<file path="config.mk">
export PLATFORM = sky130hd
export DESIGN_NAME = cfg_alu_flat
export DESIGN_NICKNAME = d
export VERILOG_FILES = /design/src/rtl/cfg_alu_if.sv /design/src/rtl/cfg_alu.sv /design/src/flat_wrapper.sv
export SDC_FILE = /design/constraint.sdc
export NUM_CORES = 1
export LEC_CHECK = 0
export CELL_PAD_IN_SITES_DETAIL_PLACEMENT = 1
export CELL_PAD_IN_SITES_GLOBAL_PLACEMENT = 2
export CORE_AREA = 4 4 89 91
export CTS_CLUSTER_DIAMETER = 60
export DETAILED_ROUTE_END_ITERATION = 8
export DIE_AREA = 0 0 93 95
export GPL_TIMING_DRIVEN = 1
export PLACE_DENSITY_LB_ADDON = 0.1
export SLEW_MARGIN = 20
export SYNTH_ARGS = -nofsm -noshare
export SYNTH_HDL_FRONTEND = slang
export SYNTH_SLANG_ARGS = --single-unit
export TNS_END_PERCENT = 30
</file>
<file path="constraint.sdc">
create_clock -name clk -period 0.8 [get_ports clk]
set_clock_uncertainty 0.2 [all_clocks]
set_input_delay 0.2 -clock clk [delete_from_list [all_inputs] [get_ports clk]]
set_output_delay 0.2 -clock clk [all_outputs]
set_load 0.05 [all_outputs]
</file>
<file path="src/rtl/cfg_alu_if.sv">
// Operand/opcode/result bundle for the configurable ALU.
// The master drives A/B/Sel and the slave (the ALU) returns the registered Y.
interface cfg_alu_if;
    logic [3:0] A;
    logic [3:0] B;
    logic [3:0] Sel;
    logic [5:0] Y;

    modport master (output A, output B, output Sel, input Y);
    modport slave  (input A, input B, input Sel, output Y);
endinterface

</file>
<file path="src/rtl/cfg_alu.sv">
// 4-bit configurable ALU with a registered 6-bit result.
// Only the functional unit picked by Sel sees live operands; the others are held at zero.
module cfg_alu (
    input  logic     clk,
    input  logic     rst,
    cfg_alu_if.slave bus
);
    localparam logic [3:0] OP_ADD  = 4'h0;
    localparam logic [3:0] OP_SUB  = 4'h1;
    localparam logic [3:0] OP_MUL  = 4'h2;
    localparam logic [3:0] OP_AND  = 4'h3;
    localparam logic [3:0] OP_OR   = 4'h4;
    localparam logic [3:0] OP_XOR  = 4'h5;
    localparam logic [3:0] OP_NAND = 4'h6;
    localparam logic [3:0] OP_NOR  = 4'h7;
    localparam logic [3:0] OP_XNOR = 4'h8;
    localparam logic [3:0] OP_NOT  = 4'h9;
    localparam logic [3:0] OP_SHL  = 4'hA;
    localparam logic [3:0] OP_SHR  = 4'hB;
    localparam logic [3:0] OP_ROL  = 4'hC;
    localparam logic [3:0] OP_INC  = 4'hD;
    localparam logic [3:0] OP_DEC  = 4'hE;
    localparam logic [3:0] OP_CMP  = 4'hF;

    logic [3:0] add_a, add_b, sub_a, sub_b, mul_a, mul_b;
    logic [3:0] lgc_a, lgc_b, sh_a, sh_b, inc_a, dec_a, cmp_a, cmp_b;

    logic [5:0] add_y, sub_y, mul_y, shl_y, shr_y, rol_y, inc_y, dec_y, cmp_y;
    logic [3:0] lgc_y;
    logic [7:0] mul_p;
    logic [7:0] rol_w;
    logic [1:0] sh_amt;

    logic [5:0] y_d, y_q;

    // Operand isolation: every unit's inputs stay at zero unless that unit is selected.
    always_comb begin
        add_a = '0; add_b = '0;
        sub_a = '0; sub_b = '0;
        mul_a = '0; mul_b = '0;
        lgc_a = '0; lgc_b = '0;
        sh_a  = '0; sh_b  = '0;
        inc_a = '0; dec_a = '0;
        cmp_a = '0; cmp_b = '0;
        case (bus.Sel)
            OP_ADD: begin add_a = bus.A; add_b = bus.B; end
            OP_SUB: begin sub_a = bus.A; sub_b = bus.B; end
            OP_MUL: begin mul_a = bus.A; mul_b = bus.B; end
            OP_AND, OP_OR, OP_XOR, OP_NAND, OP_NOR, OP_XNOR, OP_NOT: begin
                lgc_a = bus.A;
                lgc_b = bus.B;
            end
            OP_SHL, OP_SHR, OP_ROL: begin sh_a = bus.A; sh_b = bus.B; end
            OP_INC: inc_a = bus.A;
            OP_DEC: dec_a = bus.A;
            OP_CMP: begin cmp_a = bus.A; cmp_b = bus.B; end
            default: ;
        endcase
    end

    assign add_y = {2'b00, add_a} + {2'b00, add_b};
    assign sub_y = {2'b00, sub_a} - {2'b00, sub_b};
    assign mul_p = {4'b0000, mul_a} * {4'b0000, mul_b};
    assign mul_y = (mul_p > 8'd63) ? 6'd63 : mul_p[5:0];

    always_comb begin
        lgc_y = 4'd0;
        case (bus.Sel)
            OP_AND:  lgc_y = lgc_a & lgc_b;
            OP_OR:   lgc_y = lgc_a | lgc_b;
            OP_XOR:  lgc_y = lgc_a ^ lgc_b;
            OP_NAND: lgc_y = ~(lgc_a & lgc_b);
            OP_NOR:  lgc_y = ~(lgc_a | lgc_b);
            OP_XNOR: lgc_y = ~(lgc_a ^ lgc_b);
            OP_NOT:  lgc_y = ~lgc_a;
            default: lgc_y = 4'd0;
        endcase
    end

    // Rotate is done by shifting a doubled copy and keeping the upper nibble.
    assign sh_amt = sh_b[1:0];
    assign shl_y  = {2'b00, sh_a} << sh_amt;
    assign shr_y  = {2'b00, sh_a >> sh_amt};
    assign rol_w  = {sh_a, sh_a} << sh_amt;
    assign rol_y  = {2'b00, rol_w[7:4]};

    assign inc_y = {2'b00, inc_a} + 6'd1;
    assign dec_y = {2'b00, dec_a} - 6'd1;
    assign cmp_y = {3'b000, cmp_a > cmp_b, cmp_a == cmp_b, cmp_a < cmp_b};

    always_comb begin
        y_d = 6'd0;
        case (bus.Sel)
            OP_ADD:  y_d = add_y;
            OP_SUB:  y_d = sub_y;
            OP_MUL:  y_d = mul_y;
            OP_AND, OP_OR, OP_XOR, OP_NAND, OP_NOR, OP_XNOR, OP_NOT:
                     y_d = {2'b00, lgc_y};
            OP_SHL:  y_d = shl_y;
            OP_SHR:  y_d = shr_y;
            OP_ROL:  y_d = rol_y;
            OP_INC:  y_d = inc_y;
            OP_DEC:  y_d = dec_y;
            OP_CMP:  y_d = cmp_y;
            default: y_d = 6'd0;
        endcase
    end

    always_ff @(posedge clk or posedge rst) begin
        if (rst) begin
            y_q <= 6'd0;
        end else begin
            y_q <= y_d;
        end
    end

    assign bus.Y = y_q;
endmodule

</file>
<file path="src/flat_wrapper.sv">
// flat-port wrapper written by rule: the top's interface ports become plain ports
module cfg_alu_flat 
  (clk, rst, bus_A, bus_B, bus_Sel, bus_Y);
  cfg_alu_if bus_i ();
  input  logic clk;
  input  logic rst;
  input wire logic [$bits(bus_i.A)-1:0] bus_A;
  input wire logic [$bits(bus_i.B)-1:0] bus_B;
  input wire logic [$bits(bus_i.Sel)-1:0] bus_Sel;
  output wire logic [$bits(bus_i.Y)-1:0] bus_Y;
  assign bus_i.A = bus_A;
  assign bus_i.B = bus_B;
  assign bus_i.Sel = bus_Sel;
  assign bus_Y = bus_i.Y;
  cfg_alu u_core (.clk(clk), .rst(rst), .bus(bus_i));
endmodule
</file>
; ---- Yosys cells after proc, flatten, opt, wreduce, memory -nomap -nowiden
; Index checks and enable logic that the tools add are counted.
[word_totals]
output_inout_bits = 6
input_bits = 14
ff_bits = 6
word_cells = 55
[op_classes]
bitwise_logic = 7
n_mux = 17
n_shift = 3
n_eq_ne = 16
magnitude_cmp = 3
addsub = 4
n_reduce_logical = 3
n_mul = 1
[op_table]
columns = operator, n
row1 = case mux 6 bit (10 select lines), 1
row2 = two-way mux 4 bit, 13
row3 = equality test 4 bit (second input constant), 8
row4 = case mux 4 bit (7 select lines), 1
row5 = equality test 4 x 3 -> 1 bit (second input constant), 4
row6 = NOT 4 bit, 4
row7 = equality test 4 x 2 -> 1 bit (second input constant), 2
row8 = greater-than comparator 8 x 6 -> 1 bit (second input constant), 1
row9 = multiplier 4 x 4 -> 8 bit, 1
row10 = left shift 8 x 2 -> 8 bit, 1
row11 = OR reduction 7 bit, 1
row12 = two-way mux 6 bit, 1
row13 = left shift 4 x 2 -> 6 bit, 1
row14 = adder 4 x 1 -> 5 bit (second input constant), 1
row15 = adder 4 x 4 -> 5 bit, 1
row16 = subtractor 4 x 1 -> 5 bit (second input constant), 1
row17 = subtractor 4 x 4 -> 5 bit, 1
row18 = bitwise AND 4 bit, 1
row19 = equality test 4 x 1 -> 1 bit (second input constant), 1
row20 = equality test 4 bit, 1
row21 = greater-than comparator 4 bit, 1
row22 = zero test 4 bit, 1
row23 = < comparator 4 bit, 1
row24 = bitwise OR 4 bit, 1
row25 = 4 further kinds, 4

; ---- Depth between registers and ports, before layout
; Gate-level depths: netlist of run 1.
[logic_depth]
ltp_word = 7
depth_mapped = 15
mapped_depth_nobuf = 13

; ---- Least setup slack after synthesis of run 1
; No wires, ideal clock.
[synth_timing]
path_kind = input to register
start = in bus_Sel[3]
end = reg u_core.y_q[1] (netlist: u_core.bus.Y[1])
cell_stages = 14
slack_ns = -3.143
arrival_ns = 3.654
required_time_ns = 0.511
setup_time_ns = 0.089
n_path_buf = 3
cell_sequence = buf_2 -> buf_4 -> nor3_4 -> clkbuf_1 -> nand3_1 -> fa_1 -> inv_1 -> fa_1 -> ha_1 -> a21o_1 -> a211oi_1 -> mux2i_1 -> o2111ai_2 -> a41oi_1
[synth_between]
elab_chain_cells = 7
elab_cells_between_ends = 52
classes_between = add/sub (4) / mul (1) / order compare (1) / eq/ne (16) / shift (3) / mux (17) / bitwise (7) / reduce/logical (3)
[synth_lines]
columns = item, line
row1 = "start, declared", flat_wrapper.sv:9  ; input wire logic [$bits(bus_i.Sel)-1:0] bus_Sel;
row2 = "parallel branches: the longest is 6 deep, another holds multiplier 4 x 4 -> 8 bit", n/a
row3 = case mux 6 bit (10 select lines) *, cfg_alu.sv:93  ; case (bus.Sel)
row4 = named net u_core.y_d[1], cfg_alu.sv:34  ; logic [5:0] y_d, y_q;
row5 = "end signal, assigned", cfg_alu.sv:113  ; y_q <= y_d;
row6 = "end, declared", cfg_alu.sv:34
; Mark *: on every way through the listed nets, which the timed path passes.

; ---- Worst setup path after layout of run 1
[layout_timing]
start = in bus_Sel[0]
end = reg u_core.y_q[2] (netlist: u_core.bus.Y[2])
; Same word-level chain as after synthesis.

==> results of run 1 <==
## power groups by stage
stage	Combinational [mW]	Clock, mW	Sequential (mW)
finish	1.49	0.461	0.378
global route	1.61	0.494	0.380
CTS	1.49	0.469	0.378
detailed placement	1.47	0	0.381
global placement	1.45	0	0.383
floorplan	0.677	0	0.489
## cells in the mapped netlist, drive strengths merged (3+ instances only)
| library cell | count | area, um^2 |
|---|---|---|
| nand4 | 3 | 18.8 |
| nor3 | 7 | 46.3 |
| nor2b | 7 | 43.8 |
| dfrtp | 6 | 150 |
| nand2b | 12 | 75.1 |
| fa | 6 | 120 |
| xnor2 | 5 | 43.8 |
| a311oi | 3 | 26.3 |
| nand4b | 5 | 43.8 |
| and3 | 14 | 87.6 |
| a2111oi | 3 | 32.5 |
| inv | 24 | 90.1 |
| a211oi | 6 | 45.0 |
| o22ai | 3 | 25.0 |
| mux2i | 7 | 70.1 |
| clkbuf | 8 | 30.0 |
| xor2 | 4 | 42.6 |
| o21ai | 9 | 45.0 |
| a32oi | 4 | 42.6 |
| and2 | 17 | 106 |
| ha | 34 | 425 |
| a31oi | 6 | 37.5 |
| or3b | 3 | 26.3 |
| a21oi | 13 | 65.1 |
| nor3b | 5 | 37.5 |
| buf | 21 | 129 |
| nand3b | 4 | 30.0 |
| nor2 | 14 | 52.6 |
| nand3 | 6 | 30.0 |
| nor4 | 6 | 37.5 |
| nand2 | 36 | 135 |
## worst max-delay path, stage by stage
cell and delay, ns:
buf_6 0.09, nand2b_4 0.14, nor3_4 0.13, buf_6 0.16
nand3_4 0.08, fa_1 0.56, inv_2 0.04, fa_1 0.47
ha_1 0.29, a21o_1 0.20, a211oi_2 0.23, mux2i_2 0.30
o2111ai_4 0.21, a32oi_2 0.24
## per-layer routing
metal  track usage  routed length [um]  part of all wire  up-vias
met2         0.422                4960              0.49       56
li1              -                   -                 -     1343
met1         0.301                4450              0.44     1324
met3        0.0239                 375             0.037       19
met5             0                   0                 0        -
met4        0.0794                 314             0.031        0
## stage by stage
| stage | setup TNS [ns] | hold WS (ns) | instances | setup WS [ns] |
|---|---|---|---|---|
| after floorplan | -18.32 | -0.209 | 330 | -2.91 |
| after global placement | -19.91 | 0.248 | 497 | -3.15 |
| after detailed placement | -20.91 | 0.280 | 497 | -3.28 |
| after CTS | -18.47 | 0.0388 | 502 | -2.75 |
| after global routing | -18.78 | 0.0387 | 503 | -2.78 |
| final | -17.79 | 0.0273 | 503 | -2.60 |
## kinds of logic after synthesis
| family | count (synthesis) |
|---|---|
| buffers and inverters | 53 |
| AND/OR/NAND/NOR | 147 |
| multiplexers | 8 |
| XOR/XNOR | 9 |
| AO/OA/AOI/OAI | 67 |
| flip-flops | 6 |
| adder cells (fa/ha/maj) | 40 |
## repair_timing
item                                    4_1_cts  5_1_grt
setup buffers                                 2        1
pin swaps                                     8       12
endpoints found under the setup margin       12       12
resized for setup                            21        8
## area by class of cell
class	instances	share of cell area
clock buffer	3	0.0121
inverter	24	0.0263
multi-input combinational	271	0.633
sequential	6	0.0439
tap	99	0.0362
timing repair buffer	100	0.249
## worst paths after layout
kind | from | end | slack [ns] | cells past startpoint
worst max-delay path | bus_Sel[0] | u_core.bus.Y[2] | -2.60 | 14
min in group clk | bus_Sel[2] | u_core.bus.Y[4] | 0.57 | 6
max in group asynchronous | rst | u_core.bus.Y[1] | 0.16 | 2
worst min-delay path | rst | u_core.bus.Y[2] | 0.03 | 2
==> results.sh, run 1 <==
export IMPL_antenna_found_initial=0
export IMPL_routed_wl_um=10100
export IMPL_ir_worst_vdd_uv=558
export IMPL_groute_usage_overall=0.238
export IMPL_core_um2=7140
export IMPL_dp_hpwl_um=7840
export IMPL_synth_compound_area_frac=0.206
export IMPL_synth_fp_nets=384
export IMPL_cts_buffer_depth=2
export IMPL_internal_power_mw=1.34
export IMPL_fill_cells=923
export IMPL_p_seq_frac=0.162
export IMPL_worst_pin_slew_ns=0.375
export IMPL_worstSetupEndpointType="flip-flop"
export IMPL_ys_flop_type="dfrtp_1"
export IMPL_pwr_share_comb=0.640
export IMPL_syn_instance_count=330
export IMPL_ctsHoldBuffers=0
export IMPL_outcome="finished, violations left"
export IMPL_muxShareOfSynthArea=0.0330
export IMPL_die_area_um2=8840
export IMPL_drv_cap=0
export IMPL_largest_reg_flops=6
export IMPL_regArea_um2=150
export IMPL_synth_top_family_by_area="simple AND/OR/NAND/NOR gates"
export IMPL_ys_seq_area_frac=0.0609
export IMPL_layout_min_cycle_time_ns=3.40
export IMPL_switching_power_uw=990
export IMPL_path_class="input pin to flip-flop"
export IMPL_areaGrowthSynthToFinish_pct=38.8
export IMPL_ioPinCount=20
export IMPL_rows=31
export IMPL_cts_root_buf="clkbuf_8"
export IMPL_crit_arrival_ns=3.35
export IMPL_tritoncts="done"
export IMPL_cp_required_ns=0.74
export IMPL_numCtsBuffers=3
export IMPL_yosysWarnings=0
export IMPL_finalSetupViolCount=12
export IMPL_start_util=0.346
export IMPL_p_per_area_nw_per_um2=681
export IMPL_path_clk_slew_ns=0.04
export IMPL_violations="setup timing"
export IMPL_utilization=0.479
export IMPL_overflow=0
export IMPL_chipWidth_um=93
export IMPL_first_global_vias=2966
export IMPL_synth_xor_area_share=0.0350
export IMPL_wire_per_inst_um=20.1
export IMPL_final_area_um2=3420
export IMPL_synth_edf_count=0
export IMPL_num_vias=2742
export IMPL_drt_first_pass_iters=4
export IMPL_antennaDiodeCount=0
export IMPL_synthAdderAreaFrac=0.221
export IMPL_synth_simple_area_share=0.343
export IMPL_power_frac_clock=0.198
export IMPL_cts_sinks=6
export IMPL_worst_slack_ns=-2.60
export IMPL_port_buffers=19
export IMPL_synth_async_sr_flop_share=1.00
export IMPL_die_h_um=95
export IMPL_placed_area_um2=3320
export IMPL_grt_pass1_wl_um=16100
export IMPL_finalMaxSlewViolations=0
export IMPL_synth_area_per_cell_um2=7.47
export IMPL_ys_ff_latch=6
export IMPL_rsz0062_at_grt="true"
export IMPL_cp_start_kind="input pin"
export IMPL_gp_congestion=0.823
export IMPL_mostFrequentLayoutCells="buf_4 (80), nand2_1 (36), ha_1 (32)"
export IMPL_swShare=0.425
export IMPL_synthDistinctLibCells=62
export IMPL_grt_max_degree=37
export IMPL_drtIter0Drc=132
export IMPL_finalHoldViolCount=0
export IMPL_fmax_mhz=294
export IMPL_layout_commonest_cell="buf_4"
export IMPL_period_share=4.26
export IMPL_p_total_mw=2.33
export IMPL_power_leakage_nw=1.63
export IMPL_viasPerCell=5.45
export IMPL_drive_above_1_share=0.292
export IMPL_synth_area_um2=2470
export IMPL_max_slew_margin=0.744
export IMPL_worst_hold_path_type="input pin to asynchronous set/reset pin"
export IMPL_multiInputGateArea_um2=2170
export IMPL_final_nets=460
export IMPL_htreeDepth=1
export IMPL_detail_route_antenna_nets=0
export IMPL_path_max_fanout=6
export IMPL_drc=0
(Power assumes the default switching activity.)
==> inputs of run 2 (changes only) <==
CORE_AREA = 5 5 90 92   (was 4 4 89 91)
DIE_AREA = 0 0 95 97   (was 0 0 93 95)
==> results.sh, run 2 (same netlist as run 1, synthesis figures left out) <==
export IMPL_outcome="finished, violations left"
export IMPL_violations="setup timing"
export IMPL_layout_commonest_cell="buf_4"
export IMPL_path_clk_slew_ns=0.04
export IMPL_cp_start_kind="input pin"
export IMPL_antenna_found_initial=0
export IMPL_path_class="input pin to flip-flop"
export IMPL_max_slew_margin=0.704
export IMPL_chipWidth_um=95
export IMPL_critPathTopFamily="adder cells"
export IMPL_drtIter0Drc=110
export IMPL_finalSetupViolCount=12
export IMPL_ir_worst_vdd_uv=380
export IMPL_finalHoldViolCount=0
export IMPL_dp_hpwl_um=7680
export IMPL_cp_cell_sequence="buf_6 > nand2b_4 > nor3_4 > nand3_2 > fa_1 > inv_1 > fa_1 > ha_1 > a21o_1 > a211oi_2 > mux2i_2 > o2111ai_4 > a32oi_1"
export IMPL_path_buf_inv=2
export IMPL_cp_slowest_cell="fa_1"
export IMPL_ioPinCount=20
export IMPL_cts_root_buf="clkbuf_8"
export IMPL_first_global_vias=2939
export IMPL_rsz0062_at_grt="true"
export IMPL_grt_pass1_wl_um=15700
export IMPL_die_area_um2=9220
export IMPL_antennaDiodeCount=0
export IMPL_areaGrowthSynthToFinish_pct=37.4
export IMPL_largest_reg_flops=6
export IMPL_die_h_um=97
export IMPL_dp_cells=494
export IMPL_crit_cells=13
export IMPL_numCtsBuffers=3
export IMPL_multiInputGateArea_um2=2150
export IMPL_drt_first_pass_iters=4
export IMPL_drive_above_1_share=0.281
export IMPL_stdcell_count=501
export IMPL_grt_max_degree=37
export IMPL_detail_route_antenna_nets=0
export IMPL_port_buffers=19
export IMPL_final_nets=458
export IMPL_viasPerCell=5.51
export IMPL_wire_per_inst_um=19.6
export IMPL_fill_cells=934
export IMPL_crit_arrival_ns=3.43
export IMPL_cts_sinks=6
export IMPL_rows=31
export IMPL_worst_hold_path_type="input pin to asynchronous set/reset pin"
export IMPL_drv_cap=0
export IMPL_overflow=0
export IMPL_path_max_fanout=6
export IMPL_layout_min_cycle_time_ns=3.48
export IMPL_num_vias=2763
export IMPL_worst_slack_ns=-2.68
export IMPL_p_per_area_nw_per_um2=687
export IMPL_period_share=4.35
export IMPL_finalSetupTns_ns=-18.14
export IMPL_cts_buffer_depth=2
export IMPL_start_util=0.346
export IMPL_finalMaxSlewViolations=0
export IMPL_path_common_cell="fa_1"
export IMPL_ctsHoldBuffers=0
export IMPL_worst_pin_slew_ns=0.432
export IMPL_routed_wl_um=9810
export IMPL_regArea_um2=150
export IMPL_cp_required_ns=0.75
export IMPL_gp_congestion=0.807
export IMPL_core_um2=7140
export IMPL_fmax_mhz=287
export IMPL_tritoncts="done"
export IMPL_drc=0
export IMPL_power_leakage_nw=1.60
export IMPL_worstSetupEndpointType="flip-flop"
export IMPL_htreeDepth=1
export IMPL_groute_usage_overall=0.219
export IMPL_critPathMaxStageDelay_ns=0.56
export IMPL_mostFrequentLayoutCells="buf_4 (78), nand2_1 (36), ha_1 (32)"
[run 2: cell types whose count changed in the layout (fill, tap and decap cells not counted)]
| cell | change |
|---|---|
| nand3_4 | -2 |
| nand3_2 | +2 |
| inv_1 | +1 |
| clkdlybuf4s50_1 | +2 |
| clkdlybuf4s15_1 | +1 |
| buf_4 | -2 |
| inv_2 | -1 |
| dlymetal6s2s_1 | -2 |
| nor2b_2 | -1 |
| nor2b_1 | +1 |
| clkbuf_2 | -1 |
[run 2: per-layer routing]
| layer | vias to the layer above | wire length [um] | global-route usage |
|---|---|---|---|
| met3 | 24 | 390 | 0.0264 |
| met4 | 0 | 325 | 0.0666 |
| met5 | - | 0 | 0 |
| met1 | 1344 | 4420 | 0.290 |
| met2 | 63 | 4670 | 0.364 |
| li1 | 1332 | - | - |
[run 2: where the power goes]
part	leakage [nW]	internal [mW]	switching (mW)
clock network	0.0216	0.326	0.164
logic	1.50	0.660	0.802
registers	0.0772	0.342	0.0352
[run 2: cell type report]
class / count / share of cell area
multi-input combinational: 271 / 0.634
timing repair buffer: 98 / 0.247
sequential: 6 / 0.0443
tap: 99 / 0.0365
inverter: 24 / 0.0266
clock buffer: 3 / 0.0122
[run 2: what timing repair did]
| action | in CTS | in global routing |
|---|---|---|
| setup buffers | 3 | 1 |
| gates resized for setup | 17 | 5 |
| endpoints found under the setup margin | 12 | 12 |
| pin swaps | 10 | 7 |
[run 2: worst max path at each step]
stage | start | to | slack [ns]
6_report | bus_Sel[0] | u_core.bus.Y[4] | -2.68
5_1_grt | bus_Sel[0] | u_core.bus.Y[4] | -2.82
4_1_cts | bus_Sel[0] | u_core.bus.Y[4] | -2.81
3_5_place_dp | bus_Sel[0] | u_core.bus.Y[4] | -3.35
3_3_place_gp | bus_Sel[0] | u_core.bus.Y[4] | -3.18
2_1_floorplan | bus_Sel[2] | u_core.bus.Y[4] | -2.91
[run 2: stage by stage]
stage	cell area, um^2	hold slack [ns]	total power [mW]	utilization	setup WS, ns
3_5_place_dp	3300	0.268	1.83	0.462	-3.35
6_report	3390	0.00643	2.33	0.475	-2.68
3_3_place_gp	3300	0.249	1.82	0.462	-3.18
4_1_cts	3370	0.0296	2.32	0.472	-2.81
5_1_grt	3390	0.0450	2.46	0.475	-2.82
2_1_floorplan	2550	-0.209	1.17	-	-2.91
